File: config.mk
export PLATFORM = sky130hd
export DESIGN_NAME = dmem_arbiter
export DESIGN_NICKNAME = d
export VERILOG_FILES = /design/src/rtl/dmem_arb_pkg.sv /design/src/rtl/dmem_arb_pick.sv /design/src/rtl/dmem_arbiter.sv
export SDC_FILE = /design/constraint.sdc
export NUM_CORES = 1
export LEC_CHECK = 0
export ABC_AREA = 1
export CAP_MARGIN = 20
export CORE_AREA = 8 8 71 73
export CTS_CLUSTER_DIAMETER = 100
export DETAILED_ROUTE_END_ITERATION = 10
export DIE_AREA = 0 0 79 81
export DONT_BUFFER_PORTS = 1
export SLEW_MARGIN = 20
export SYNTH_ARGS = -nofsm -noshare
export SYNTH_HDL_FRONTEND = slang
export SYNTH_SLANG_ARGS = --single-unit
File: constraint.sdc
create_clock -name clk -period 1.2 [get_ports clk]
set_input_delay 0.24 -clock clk [delete_from_list [all_inputs] [get_ports clk]]
set_output_delay 0.24 -clock clk [all_outputs]
set_load 0.03 [all_outputs]
File: src/rtl/dmem_arb_pkg.sv
// Shared definitions for the data-memory arbiter: FSM state encoding,
// requester indices and default geometry of the data memory.
package dmem_arb_pkg;

   localparam int DEF_DEPTH  = 100;
   localparam int DEF_ADDR_W = 7;
   localparam int DEF_LEN_W  = 4;
   localparam int DEF_DATA_W = 32;

   typedef enum logic {
      IDLE  = 1'b0,
      BURST = 1'b1
   } state_t;

   // Requester indices; also the encoding of the owner and last-grant flags.
   localparam logic M0 = 1'b0;
   localparam logic M1 = 1'b1;

endpackage

File: src/rtl/dmem_arb_pick.sv
// Combinational winner selection between the two requesters.
// Macro DMEM_ARB_FIXED_PRIO_EN: when defined M0 wins every tie and the
// last-grant input disappears; otherwise ties alternate round-robin.
module dmem_arb_pick
   import dmem_arb_pkg::*;
(
   input  logic m0_req,
   input  logic m1_req,
`ifndef DMEM_ARB_FIXED_PRIO_EN
   input  logic last,
`endif
   output logic valid,
   output logic win
);

   // Pick a single requester; on a tie apply the configured priority rule.
   always_comb begin
      // NOTE: every output gets a default first so no path can infer a latch.
      valid = m0_req | m1_req;
      win   = M0;
      if (m0_req && m1_req) begin
`ifdef DMEM_ARB_FIXED_PRIO_EN
         win = M0;
`else
         win = (last == M0) ? M1 : M0;
`endif
      end else if (m1_req) begin
         win = M1;
      end
   end

endmodule

File: src/rtl/dmem_arbiter.sv
// Two-requester burst arbiter in front of the single-port data memory.
// A granted requester gets 1..16 consecutive word beats, one per cycle, with
// the address generated here and wrapped at DEPTH. Dropping req mid-burst
// abandons the remaining beats. Macro DMEM_ARB_FIXED_PRIO_EN selects fixed
// M0 priority on ties instead of round-robin.
module dmem_arbiter
   import dmem_arb_pkg::*;
#(
   parameter int DEPTH  = DEF_DEPTH,
   parameter int ADDR_W = DEF_ADDR_W,
   parameter int LEN_W  = DEF_LEN_W,
   parameter int DATA_W = DEF_DATA_W
) (
   input  logic              clk,
   input  logic              rst,
   input  logic              m0_req,
   input  logic              m0_we,
   input  logic [ADDR_W-1:0] m0_addr,
   input  logic [LEN_W-1:0]  m0_len,
   input  logic [DATA_W-1:0] m0_wdata,
   output logic              m0_gnt,
   output logic              m0_ack,
   output logic              m0_done,
   input  logic              m1_req,
   input  logic              m1_we,
   input  logic [ADDR_W-1:0] m1_addr,
   input  logic [LEN_W-1:0]  m1_len,
   input  logic [DATA_W-1:0] m1_wdata,
   output logic              m1_gnt,
   output logic              m1_ack,
   output logic              m1_done,
   output logic [DATA_W-1:0] rdata,
   output logic [ADDR_W-1:0] mem_a,
   output logic [DATA_W-1:0] mem_wd,
   output logic              mem_we,
   input  logic [DATA_W-1:0] mem_rd
);

   localparam logic [ADDR_W-1:0] LAST_ADDR = ADDR_W'(DEPTH - 1);

   state_t             state_q, state_d;
   logic               owner_q, owner_d;
   logic [ADDR_W-1:0]  addr_q, addr_d;
   logic [LEN_W-1:0]   remain_q, remain_d;
   logic               dir_q, dir_d;

   logic               pick_valid;
   logic               pick_win;
   logic               owner_req;
   logic               in_burst;
   logic               beat;
   logic               last_beat;

`ifndef DMEM_ARB_FIXED_PRIO_EN
   logic               last_q, last_d;
`endif

   dmem_arb_pick u_pick (
      .m0_req (m0_req),
      .m1_req (m1_req),
`ifndef DMEM_ARB_FIXED_PRIO_EN
      .last   (last_q),
`endif
      .valid  (pick_valid),
      .win    (pick_win)
   );

   // A beat happens only while the owner still holds its request.
   always_comb begin
      in_burst  = (state_q == BURST);
      owner_req = (owner_q == M1) ? m1_req : m0_req;
      beat      = in_burst && owner_req;
      last_beat = beat && (remain_q == '0);
   end

   // Sequence the burst: latch the winner's command in IDLE, step per beat.
   always_comb begin
      state_d  = state_q;
      owner_d  = owner_q;
      addr_d   = addr_q;
      remain_d = remain_q;
      dir_d    = dir_q;
`ifndef DMEM_ARB_FIXED_PRIO_EN
      last_d   = last_q;
`endif
      case (state_q)
         IDLE: begin
            if (pick_valid) begin
               state_d  = BURST;
               owner_d  = pick_win;
               addr_d   = (pick_win == M1) ? m1_addr : m0_addr;
               remain_d = (pick_win == M1) ? m1_len  : m0_len;
               dir_d    = (pick_win == M1) ? m1_we   : m0_we;
`ifndef DMEM_ARB_FIXED_PRIO_EN
               last_d   = pick_win;
`endif
            end
         end
         BURST: begin
            if (!owner_req || last_beat) begin
               state_d = IDLE;
            end else begin
               // Out-of-range base addresses also fold back to word 0 here.
               addr_d   = (addr_q >= LAST_ADDR) ? '0 : addr_q + ADDR_W'(1);
               remain_d = remain_q - LEN_W'(1);
            end
         end
         default: state_d = IDLE;
      endcase
   end

   // State register; reset aborts any burst in flight.
   always_ff @(posedge clk or negedge rst) begin
      // NOTE: sequential state uses non-blocking assignments only.
      if (!rst) begin
         state_q  <= IDLE;
         owner_q  <= M0;
         addr_q   <= '0;
         remain_q <= '0;
         dir_q    <= 1'b0;
`ifndef DMEM_ARB_FIXED_PRIO_EN
         last_q   <= M1;
`endif
      end else begin
         state_q  <= state_d;
         owner_q  <= owner_d;
         addr_q   <= addr_d;
         remain_q <= remain_d;
         dir_q    <= dir_d;
`ifndef DMEM_ARB_FIXED_PRIO_EN
         last_q   <= last_d;
`endif
      end
   end

   // Decode grants, beat handshakes and memory pins from state and owner req.
   always_comb begin
      m0_gnt  = in_burst && (owner_q == M0);
      m1_gnt  = in_burst && (owner_q == M1);
      m0_ack  = beat && (owner_q == M0);
      m1_ack  = beat && (owner_q == M1);
      m0_done = last_beat && (owner_q == M0);
      m1_done = last_beat && (owner_q == M1);
      mem_a   = in_burst ? addr_q : '0;
      mem_we  = beat && dir_q;
      mem_wd  = '0;
      if (in_burst) begin
         mem_wd = (owner_q == M1) ? m1_wdata : m0_wdata;
      end
      rdata   = (beat && !dir_q) ? mem_rd : '0;
   end

endmodule

# Word level (Yosys, flattened, before mapping)
# Cells that the tools add are included.
totals:
  ff_bits: 15
  output_inout_bits: 78
  elab_cells: 52
op_classes:
  n_addsub: 2
  magnitude_cmp: 1
  eq_ne: 2
  muxes: 21
  bitwise: 3
  n_reduce_logical: 17
ops:
  columns: ["cell", "n"]
  rows:
  - ["2-to-1 mux 32 bit", 3]
  - ["2-to-1 mux 7 bit", 5]
  - ["one-hot mux 7 bit (2 select lines)", 1]
  - ["2-to-1 mux 4 bit", 3]
  - ["logical AND 1 bit", 11]
  - ["one-hot mux 4 bit (2 select lines)", 1]
  - ["adder 7 x 1 -> 7 bit, second input constant", 1]
  - [">= comparator 7 bit, second input constant", 1]
  - ["2-to-1 mux 1 bit", 7]
  - ["zero test 4 bit", 1]
  - ["!= test 2 bit, second input constant", 2]
  - ["AND reduction 2 bit", 2]
  - ["subtractor 4 x 1 -> 4 bit, second input constant", 1]
  - ["zero test 1 bit", 2]
  - ["inverter 1 bit", 2]
  - ["one-hot mux 1 bit (2 select lines)", 1]
  - ["logical OR 1 bit", 1]
  - ["OR 1 bit", 1]

# Longest topological paths before layout
# Gate-level depths: netlist of the first run.
depth:
  word_depth: 6
  ltp_mapped: 9

# Modules after synthesis
# From an unflattened synthesis of the first run, not the netlist that was laid out.
hier_totals:
  hier_cells: 301
  hier_area_um2: 1803.0
modules_own_cells:
  columns: ["module", "n_inst", "cells_per_inst", "area_per_inst_um2"]
  rows:
  - ["dmem_arbiter", 1, 298, 1788.0]
  - ["dmem_arb_pick", 1, 3, 15.0]

# Worst setup path before layout of the first run
# No wires, ideal clock.
synth_timing:
  path_kind: "reg-to-output"
  from: "reg owner_q"
  to: "out mem_wd[22]"
  t_arrival_ns: 1.484
  required_time_ns: 0.960
  path_slack_ns: -0.524
  stages_incl_launch_ff: 5
  n_path_buf: 1
  path_cell_list: "dfrtp_1 > nand2_1 > inv_1 > clkbuf_1 > a22o_1"
synth_via:
  elab_chain_len: 2
synth_lines:
  columns: ["item", "line_no", "rtl"]
  rows:
  - ["start, declared", "dmem_arbiter.sv:42", "logic owner_q, owner_d;"]
  - ["start signal, assigned", "dmem_arbiter.sv:126", "owner_q <= owner_d;"]
  - ["2-to-1 mux 32 bit", "dmem_arbiter.sv:148", "mem_wd = (owner_q == M1) ? m1_wdata : m0_wdata;"]
  - ["2-to-1 mux 32 bit", "dmem_arbiter.sv:147", "if (in_burst) begin"]
  - ["end, declared", "dmem_arbiter.sv:34", "output logic [DATA_W-1:0] mem_wd,"]
# No other way between the ends.

# Final worst setup path of the first run
layout_timing:
  from: "reg owner_q"
  to: "out rdata[8]"
layout_via:
  elab_chain_len: 4
layout_lines:
  columns: ["item", "line_no", "rtl"]
  rows:
  - ["2-to-1 mux 1 bit", "dmem_arbiter.sv:71", "owner_req = (owner_q == M1) ? m1_req : m0_req;"]
  - ["logical AND 1 bit", "dmem_arbiter.sv:72", "beat = in_burst && owner_req;"]
  - ["logical AND 1 bit", "dmem_arbiter.sv:150", "rdata = (beat && !dir_q) ? mem_rd : '0;"]
  - ["2-to-1 mux 32 bit", "dmem_arbiter.sv:150", null]
  - ["end, declared", "dmem_arbiter.sv:32", "output logic [DATA_W-1:0] rdata,"]
# No other way between the ends.

==> metrics.yaml, run 1 <==
global_routing:
  grt_usage: 0.321
  grt_pass1_wl_um: 15800
  grt_max_degree: 17
  antenna_found_initial: 0
  grt-ovfl-total: 0
  grt_pass1_vias: 2600
synth:
  synth-seq-cells: 15
  synth_cells: 302
  synth_warnings: 0
  synth.avg_cell_area_um2: 5.79
  synthAdderAreaFrac: 0.0215
  synth_seq_area_share: 0.215
  synth_top_area_cell: "dfrtp_1"
  synth_top_family_by_area: "simple AND/OR/NAND/NOR gates"
  synth.area.top_cells: "dfrtp_1, a22o_1, nand2_1"
  synth-compound-area-share: 0.213
  synth.distinct_cells: 23
  synth_area_um2: 1750
  synth_mux_area_frac: 0
  synth.top_cell.area_share: 0.200
  synth_nets: 429
  synth-xor-area-share: 0.0150
  synth_simple_gate_area_frac: 0.351
floorplan:
  die_w_um: 79
  rows: 23
  dieArea_um2: 6400
  pin_count: 202
  core-area_um2: 3910
  dieHeight_um: 81
  initial_utilization: 0.447
detailed_routing:
  post_drt_wl_per_cell_um: 30.1
  wl_um: 13000
  vias: 2811
  drt_iter0_markers: 248
  first_pass_iters: 5
  ant_nets: 0
  vias_per_cell: 6.51
  drc: 0
layout:
  mostFrequentLayoutCells: "nand2_1, inv_1, buf_6, nor2_4, buf_4"
  syn_to_final_growth_pct: 110
  fin_cells: 432
  layout_commonest_cell: "nand2_1"
  layout-drive-gt1-share: 0.543
  final_nets: 509
clock_network:
  clock_latency_ps: 260
  clk_pin_slew_ps: 70
  clock-sinks: 15
  numCtsBuffers: 3
  cts.htree.levels: 1
  clockBufferDepth: 2
  root_buffer: "clkbuf_8"
  cts_tree: "done"
worst_setup_path:
  startpoint_type: "flip-flop"
  crit_fanout: 8
  critPathArrivalTime_ps: 1570
  path_class: "reg2out"
  endpoint_kind: "output pin"
  required_ps: 960
timing:
  hold_viol_final: 0
  period_needed_ps: 1810
  finalCritPeriodShare: 1.51
  finalWorstSetupSlack_ps: -613
  rsz0062_at_grt: "true"
  slew_headroom: 0.499
  slew_violations: 0
  finalHoldWorstSlack_ps: 214
  tightest_slew_ps: 748
  finalSetupViolCount: 92
  tns_ps: -45760
  max_freq_mhz: 552
  finClkSkew_ps: 4.71
place:
  gp_congestion: 0.891
  numPlacedInstances: 400
  portBuffers: 0
  hpwlAfterDp_um: 7250
outcome:
  violations: "negative setup slack"
  status: "complete, but fails checks"
power:
  power_per_cell_area_nw_per_um2: 3390
  leakagePower_nw: 1.90
  peakVddDrop_uv: 2030
flow_run:
  drv_cap: 0
worst_hold_path:
  hold_path_class: "in2reg"
[power by group]
part           internal (W)  switching (W)  leakage, nW
logic               0.00452        0.00633         1.70
clock network      0.000236       0.000210       0.0228
registers          0.000792       0.000353        0.176
total               0.00555        0.00689         1.90
[critical path: stages, from the launching register on]
cell       delay (ps)
dfrtp_2           470
inv_2             110
nand3_4            90
nand2_4           110
nand2_8            90
clkbuf_16         210
nor2_4            110
buf_6             140
[layout make-up]
| cell class | instances | area [um^2] |
|---|---|---|
| Inverter | 63 | 268 |
| Multi-Input combinational cell | 206 | 1770 |
| Clock buffer | 4 | 45.0 |
| Sequential cell | 15 | 379 |
| Antenna cell | 1 | 2.50 |
| Timing Repair Buffer | 93 | 1140 |
| Fill cell | 122 | 248 |
| Tap cell | 50 | 62.6 |
[metrics by stage]
step	utilization	worst slack, ps	total power (W)	cell area, um^2
final	0.937	-613	0.0124	3670
after global routing	0.936	-648	0.0128	3660
after floorplan	-	-216	0.00709	2420
after global placement	0.733	-241	0.00865	2870
after CTS	0.897	-504	0.0113	3510
after detailed placement	0.733	-266	0.00872	2870
[path summary, 6_finish.rpt]
kind,from,end,slack [ps],cells after the start
max,owner_q$_DFFE_PN0P_,rdata[8],-610,7
min,m1_we,dir_q$_DFFE_PN0P_,210,2
max reg2reg,addr_q[1]$_DFFE_PN0P_,addr_q[4]$_DFFE_PN0P_,-400,8
min reg2reg,last_q$_DFFE_PN1P_,last_q$_DFFE_PN1P_,500,2
max in group asynchronous,rst,owner_q$_DFFE_PN0P_,200,1
min in group asynchronous,rst,in_burst$_DFF_PN0_,490,1
[cells by family (layout without fill, tap and decap cells)]
| kind of cell | after synthesis | in the layout |
|---|---|---|
| compound gates | 50 | 50 |
| buf+inv | 81 | 160 |
| flops | 15 | 15 |
| fa+ha+maj | 3 | 3 |
| xor+xnor | 3 | 3 |
| simple gates | 150 | 150 |
| other cells | 0 | 1 |
[repair_timing]
item                                    4_1_cts  5_1_grt
hold endpoints to repair                     15        0
buffers inserted                             14        6
endpoints found under the setup margin       90       92
gates resized for setup                      93       21
pin swaps                                     7       14
cloned                                        7        4
hold buffers                                  1        0
[cell usage after synthesis, drive strengths merged]
cell type	instances
o21ai	12
xor2	3
dfstp	1
a22o	32
nand3b	5
a21oi	5
inv	63
nand3	18
o22ai	1
nand4	2
nand2	68
nor2	57
clkbuf	6
dfrtp	14
buf	12
ha	3
[per-layer routing]
| layer | wire length (um) | global-route usage |
|---|---|---|
| met4 | 926 | 0.148 |
| met3 | 1530 | 0.0740 |
| met1 | 3820 | 0.322 |
| met2 | 6710 | 0.615 |
| met5 | 0 | 0 |
[state kept, by name, indices dropped and copies added (netlist names)]
signal	flops
remain_q	4
last_q	1
owner_q	1
in_burst	1
dir_q	1
addr_q	7
Note: power is estimated with default switching activity, not from simulation.
==> run 2, diff against run 1 <==
CELL_PAD_IN_SITES_DETAIL_PLACEMENT = 0   (was default)
CELL_PAD_IN_SITES_GLOBAL_PLACEMENT = 1   (was default)
CORE_AREA = default   (was 8 8 71 73)
CORE_MARGIN = 8   (was default)
CORE_UTILIZATION = 40   (was default)
DIE_AREA = default   (was 0 0 79 81)
PLACE_DENSITY_LB_ADDON = 0.1   (was default)
SKIP_LAST_GASP = 1   (was default)
clock period = 2.3 ns   (was 1.2 ns; I/O delays follow)
==> metrics.yaml, run 2 (same netlist as run 1, synthesis figures left out) <==
timing:
  slew_headroom: 0.536  # +0.0366
  rsz0062_at_grt: "false"
  finalCritPeriodShare: 0.905
  finClkSkew_ps: 4.72  # +0.00775 ps
  finalSetupViolCount: 0  # -100%
  tightest_slew_ps: 694  # -54.8 ps
  finalHoldWorstSlack_ps: 50.5  # -163 ps
  max_freq_mhz: 480
  tns_ps: 0  # +45760 ps
  hold_viol_final: 0  # unchanged
  slew_violations: 0  # unchanged
  period_needed_ps: 2080
detailed_routing:
  vias_per_cell: 5.09  # -22%
  drc: 0  # unchanged
  wl_um: 7790  # -40%
  drt_iter0_markers: 69  # -72%
  post_drt_wl_per_cell_um: 18.8  # -38%
  vias: 2112  # -25%
  first_pass_iters: 4  # -1
  ant_nets: 0  # unchanged
global_routing:
  grt_max_degree: 34  # +17
  grt_pass1_vias: 1995  # -23%
  grt-ovfl-total: 0  # unchanged
  grt_pass1_wl_um: 10700  # -32%
  grt_usage: 0.207  # -0.114
  antenna_found_initial: 1  # +1
clock_network:
  cts.htree.levels: 1  # unchanged
  clock_latency_ps: 250  # about the same
  ctsResizeCount: 0  # -100%
  numCtsBuffers: 3  # unchanged
  root_buffer: "clkbuf_8"
  cts_tree: "done"
  clockBufferDepth: 2  # unchanged
  clk_pin_slew_ps: 60  # about the same
  clock-sinks: 15  # unchanged
  post_cts_buffers: 0  # -14
worst_setup_path:
  endpoint_kind: "output pin"
  crit_fanout: 32  # +24
  required_ps: 1840  # +880 ps
  path_class: "reg2out"
  critPathArrivalTime_ps: 1620  # +50 ps
  startpoint_type: "flip-flop"
worst_hold_path:
  hold_path_class: "in2async"
floorplan:
  dieHeight_um: 82.1  # +1.4%
  rows: 24  # +4.3%
  die_w_um: 82.1  # +3.9%
  initial_utilization: 0.407  # -0.0396
  core-area_um2: 4290  # +9.7%
  dieArea_um2: 6740  # +5.3%
  pin_count: 202  # unchanged
place:
  hpwlAfterDp_um: 6600  # -9.0%
  gp_congestion: 0.824  # -7.5%
  portBuffers: 0  # unchanged
  numPlacedInstances: 409  # +2.3%
layout:
  top_register: "addr_q"
  reg_top3: "addr_q (7), remain_q (4)"
  final_nets: 490  # -3.7%
  layout_commonest_cell: "buf_4"
  mostFrequentLayoutCells: "buf_4, nand2_1, inv_1, nor2_1, a22o_1"
  largest_reg_flops: 7  # unchanged
  fin_cells: 415  # -3.9%
  syn_to_final_growth_pct: 33.6
  layout-drive-gt1-share: 0.229  # -0.314
power:
  peakVddDrop_uv: 536  # -74%
  leakagePower_nw: 1.47  # -22%
  power_per_cell_area_nw_per_um2: 1720  # -49%
  power_w: 0.00401  # -68%
flow_run:
  drv_cap: 0  # unchanged
outcome:
  status: "finished, final reports clean"
## run 2: cell count changes in the layout (fill, tap and decap cells not counted), sizes merged
| cell | before | now |
|---|---|---|
| inv | 62 | 63 |
| buf | 88 | 73 |
| clkinvlp | 1 | 0 |
| clkinv | 0 | 1 |
| clkbuf | 8 | 3 |
## run 2: per-layer routing
layer | vias to the layer above | track usage | wire length [um] | share of wire
met4 | 0 | 0.0632 | 99 | 0.013
met2 | 95 | 0.395 | 4100 | 0.53
met3 | 6 | 0.0498 | 754 | 0.097
met5 | - | 0 | 0 | 0
li1 | 1065 | - | - | -
met1 | 946 | 0.216 | 2840 | 0.36
## run 2: final cells by class
type                            count  area, um^2
Antenna cell                        1        2.50
Clock buffer                        3        41.3
Clock inverter                      1        5.00
Fill cell                         460        1960
Inverter                           63         236
Multi-Input combinational cell    206        1050
Sequential cell                    15         377
Tap cell                           52        65.1
Timing Repair Buffer               74         558
## run 2: repair_timing
item	4_1_cts	5_1_grt
setup endpoints to repair	0	0
hold buffers	1	0
hold endpoints to repair	14	0
## run 2: stage by stage
step	area (um^2)	utilization	setup slack, ps
6_report	2330	0.544	218
5_1_grt	2330	0.544	79.9
4_1_cts	2330	0.543	243
3_5_place_dp	2280	0.530	525
3_3_place_gp	2280	0.530	549
2_1_floorplan	1750	-	337
## run 2: worst max-delay path, stage by stage (launching register included)
cell     delay [ps]
dfrtp_1         430
inv_2            90
nand3_1         120
nand2_1         130
nand2_1          60
buf_4           220
nor2_1          140
buf_4           170
## run 2: path summary, 6_finish.rpt
path | slack, ps | depth (start not counted) | to | from
setup / recovery | 220 | 7 | rdata[17] | owner_q$_DFFE_PN0P_
hold / removal | 50 | 0 | last_q$_DFFE_PN1P_ | rst
setup reg to reg | 640 | 8 | addr_q[0]$_DFFE_PN0P_ | in_burst$_DFF_PN0_
hold reg to reg | 470 | 2 | last_q$_DFFE_PN1P_ | last_q$_DFFE_PN1P_
max in group asynchronous | 1160 | 1 | owner_q$_DFFE_PN0P_ | rst
min in group clk | 420 | 2 | dir_q$_DFFE_PN0P_ | m1_we
## run 2: power by group
group	leakage, nW	switching [W]	internal [W]	total, W
registers	0.178	0.000158	0.000409	0.000567
logic	1.27	0.00214	0.00108	0.00322
clock network	0.0255	0.000100	0.000120	0.000220
==> run 3, diff against run 2 <==
CELL_PAD_IN_SITES_DETAIL_PLACEMENT = default   (was 0)
CELL_PAD_IN_SITES_GLOBAL_PLACEMENT = default   (was 1)
CORE_UTILIZATION = 25   (was 40)
PLACE_DENSITY_LB_ADDON = default   (was 0.1)
==> metrics.yaml, run 3 (same netlist as run 1, synthesis figures left out) <==
layout:
  multi_input_area_um2: 1050  # unchanged
  largest_reg_flops: 7  # unchanged
  layout-drive-gt1-share: 0.227  # -0.00213
  mostFrequentLayoutCells: "buf_4, nand2_1, inv_1, nor2_1, a22o_1"
  layout_commonest_cell: "buf_4"
  top_register: "addr_q"
  reg_top3: "addr_q (7), remain_q (4)"
  final_cell_area_um2: 2380  # +1.9%
  fill_cells: 728  # +58%
  diodes: 0  # -1
  seq_area_um2: 377  # unchanged
  syn_to_final_growth_pct: 36.1
  final_nets: 489  # -0.20%
worst_setup_path:
  endpoint_kind: "output pin"
  critPathArrivalTime_ps: 1610  # about the same
  required_ps: 1840  # about the same
  path_class: "reg2out"
  startpoint_type: "flip-flop"
  crit_fanout: 33  # +3.1%
place:
  hpwlAfterDp_um: 7040  # +6.7%
  dpl_cell_area_um2: 2320  # +2.1%
  portBuffers: 0  # unchanged
  gp_congestion: 0.818  # -0.69%
  preCtsSetupSlack_ps: 473  # -52.4 ps
floorplan:
  dieHeight_um: 99.6  # +21%
  initial_utilization: 0.257  # -0.150
  dieArea_um2: 9920  # +47%
  die_w_um: 99.6  # +21%
  rows: 30  # +25%
  pin_count: 202  # unchanged
  core-area_um2: 6790  # +58%
clock_network:
  ctsResizeCount: 0  # unchanged
  numCtsBuffers: 3  # unchanged
  root_buffer: "clkbuf_8"
  cts.htree.levels: 1  # unchanged
  clock_latency_ps: 250  # about the same
  clock-sinks: 15  # unchanged
  clk_pin_slew_ps: 70  # about the same
  clockBufferDepth: 2  # unchanged
  cts_tree: "done"
timing:
  slew_violations: 0  # unchanged
  slew_headroom: 0.536  # about the same
  hold_viol_final: 0  # unchanged
  tns_ps: 0  # unchanged
  finClkSkew_ps: 6.75  # +2.03 ps
  finalWorstSetupSlack_ps: 230  # +11.9 ps
  tightest_slew_ps: 693  # -0.243 ps
  finalHoldWorstSlack_ps: 42.6  # -7.87 ps
  period_needed_ps: 2070  # -11.9 ps
  finalSetupViolCount: 0  # unchanged
  max_freq_mhz: 483  # +0.58%
  rsz0062_at_grt: "false"
  finalCritPeriodShare: 0.900  # -0.00518
power:
  pwr-share-clk: 0.056  # about the same
  peakVddDrop_uv: 549  # +2.3%
  p_comb_frac: 0.802  # about the same
  internal_power_w: 0.00160  # -0.75%
  power_w: 0.00400  # -0.13%
  switching_share: 0.601  # +0.00247
  power_switching_w: 0.00240  # +0.28%
  leakagePower_nw: 1.47  # -0.31%
  seq_power_share: 0.142  # about the same
  power_per_cell_area_nw_per_um2: 1680  # -2.0%
global_routing:
  grt_max_degree: 34  # unchanged
  grt-ovfl-total: 0  # unchanged
  antenna_found_initial: 0  # -1
  grt_usage: 0.149  # -0.0582
  grt_pass1_wl_um: 11700  # +9.3%
  grt_pass1_vias: 2058  # +3.2%
detailed_routing:
  post_drt_wl_per_cell_um: 17.9  # -4.9%
  vias_per_cell: 4.66  # -8.5%
  first_pass_iters: 4  # unchanged
  drc: 0  # unchanged
  drt_iter0_markers: 106  # +54%
  wl_um: 8160  # +4.7%
  ant_nets: 0  # unchanged
  vias: 2129  # +0.80%
worst_hold_path:
  hold_path_class: "in2async"
flow_run:
  drv_cap: 0  # unchanged
outcome:
  status: "finished, final reports clean"
[run 3: cell count changes in the layout (fill, tap and decap cells not counted)]
cell / delta
diode_2: -1
buf_4: -1
[run 3: repair_timing]
action | 4_1_cts | 5_1_grt
hold buffers | 1 | 0
setup buffers | 0 | 0
endpoints found under the hold margin | 14 | 0
[run 3: final timing paths]
kind | start | endpoint | slack [ps] | cells after the start
max | in_burst$_DFF_PN0_ | mem_wd[19] | 230 | 5
min | rst | last_q$_DFFE_PN1P_ | 40 | 0
max reg2reg | in_burst$_DFF_PN0_ | addr_q[3]$_DFFE_PN0P_ | 530 | 6
min reg2reg | last_q$_DFFE_PN1P_ | last_q$_DFFE_PN1P_ | 470 | 2
max in group asynchronous | rst | remain_q[3]$_DFFE_PN0P_ | 1160 | 1
min in group clk | m1_we | dir_q$_DFFE_PN0P_ | 410 | 2
[run 3: routing by layer]
| metal | vias to the layer above | GRT usage | share of wire | wire length, um |
|---|---|---|---|---|
| met5 | - | 0 | 0 | 0 |
| met4 | 0 | 0.0221 | 0.0031 | 25 |
| met3 | 2 | 0.0412 | 0.075 | 612 |
| met2 | 102 | 0.278 | 0.53 | 4340 |
| met1 | 968 | 0.164 | 0.39 | 3180 |
| li1 | 1057 | - | - | - |
[run 3: final cells by class]
type	instances	area share
clock buffers	3	0.0174
repair buffers	73	0.231
inverters	63	0.0994
clock inverters	1	0.00210
well taps	96	0.0505
multi-input cells	206	0.441
flip-flops and latches	15	0.158
[run 3: power groups by stage]
stage          Combinational [W]  Clock, W  Sequential, W
4_1_cts                  0.00324  0.000226       0.000569
6_report                 0.00321  0.000224       0.000567
5_1_grt                  0.00347  0.000245       0.000600
2_1_floorplan            0.00236         0       0.000505
3_5_place_dp             0.00322         0       0.000575
3_3_place_gp             0.00317         0       0.000567
[run 3: stage by stage]
stage,utilization,cells
floorplan,-,302
global placement,0.342,452
detailed placement,0.342,452
CTS,0.350,457
global route,0.350,457
finish,0.350,457
[run 3: critical path: stages, from the launching register on]
cell,delay [ps]
dfrtp_1,420
inv_2,140
nor2_2,110
buf_4,310
a22o_1,200
buf_4,160
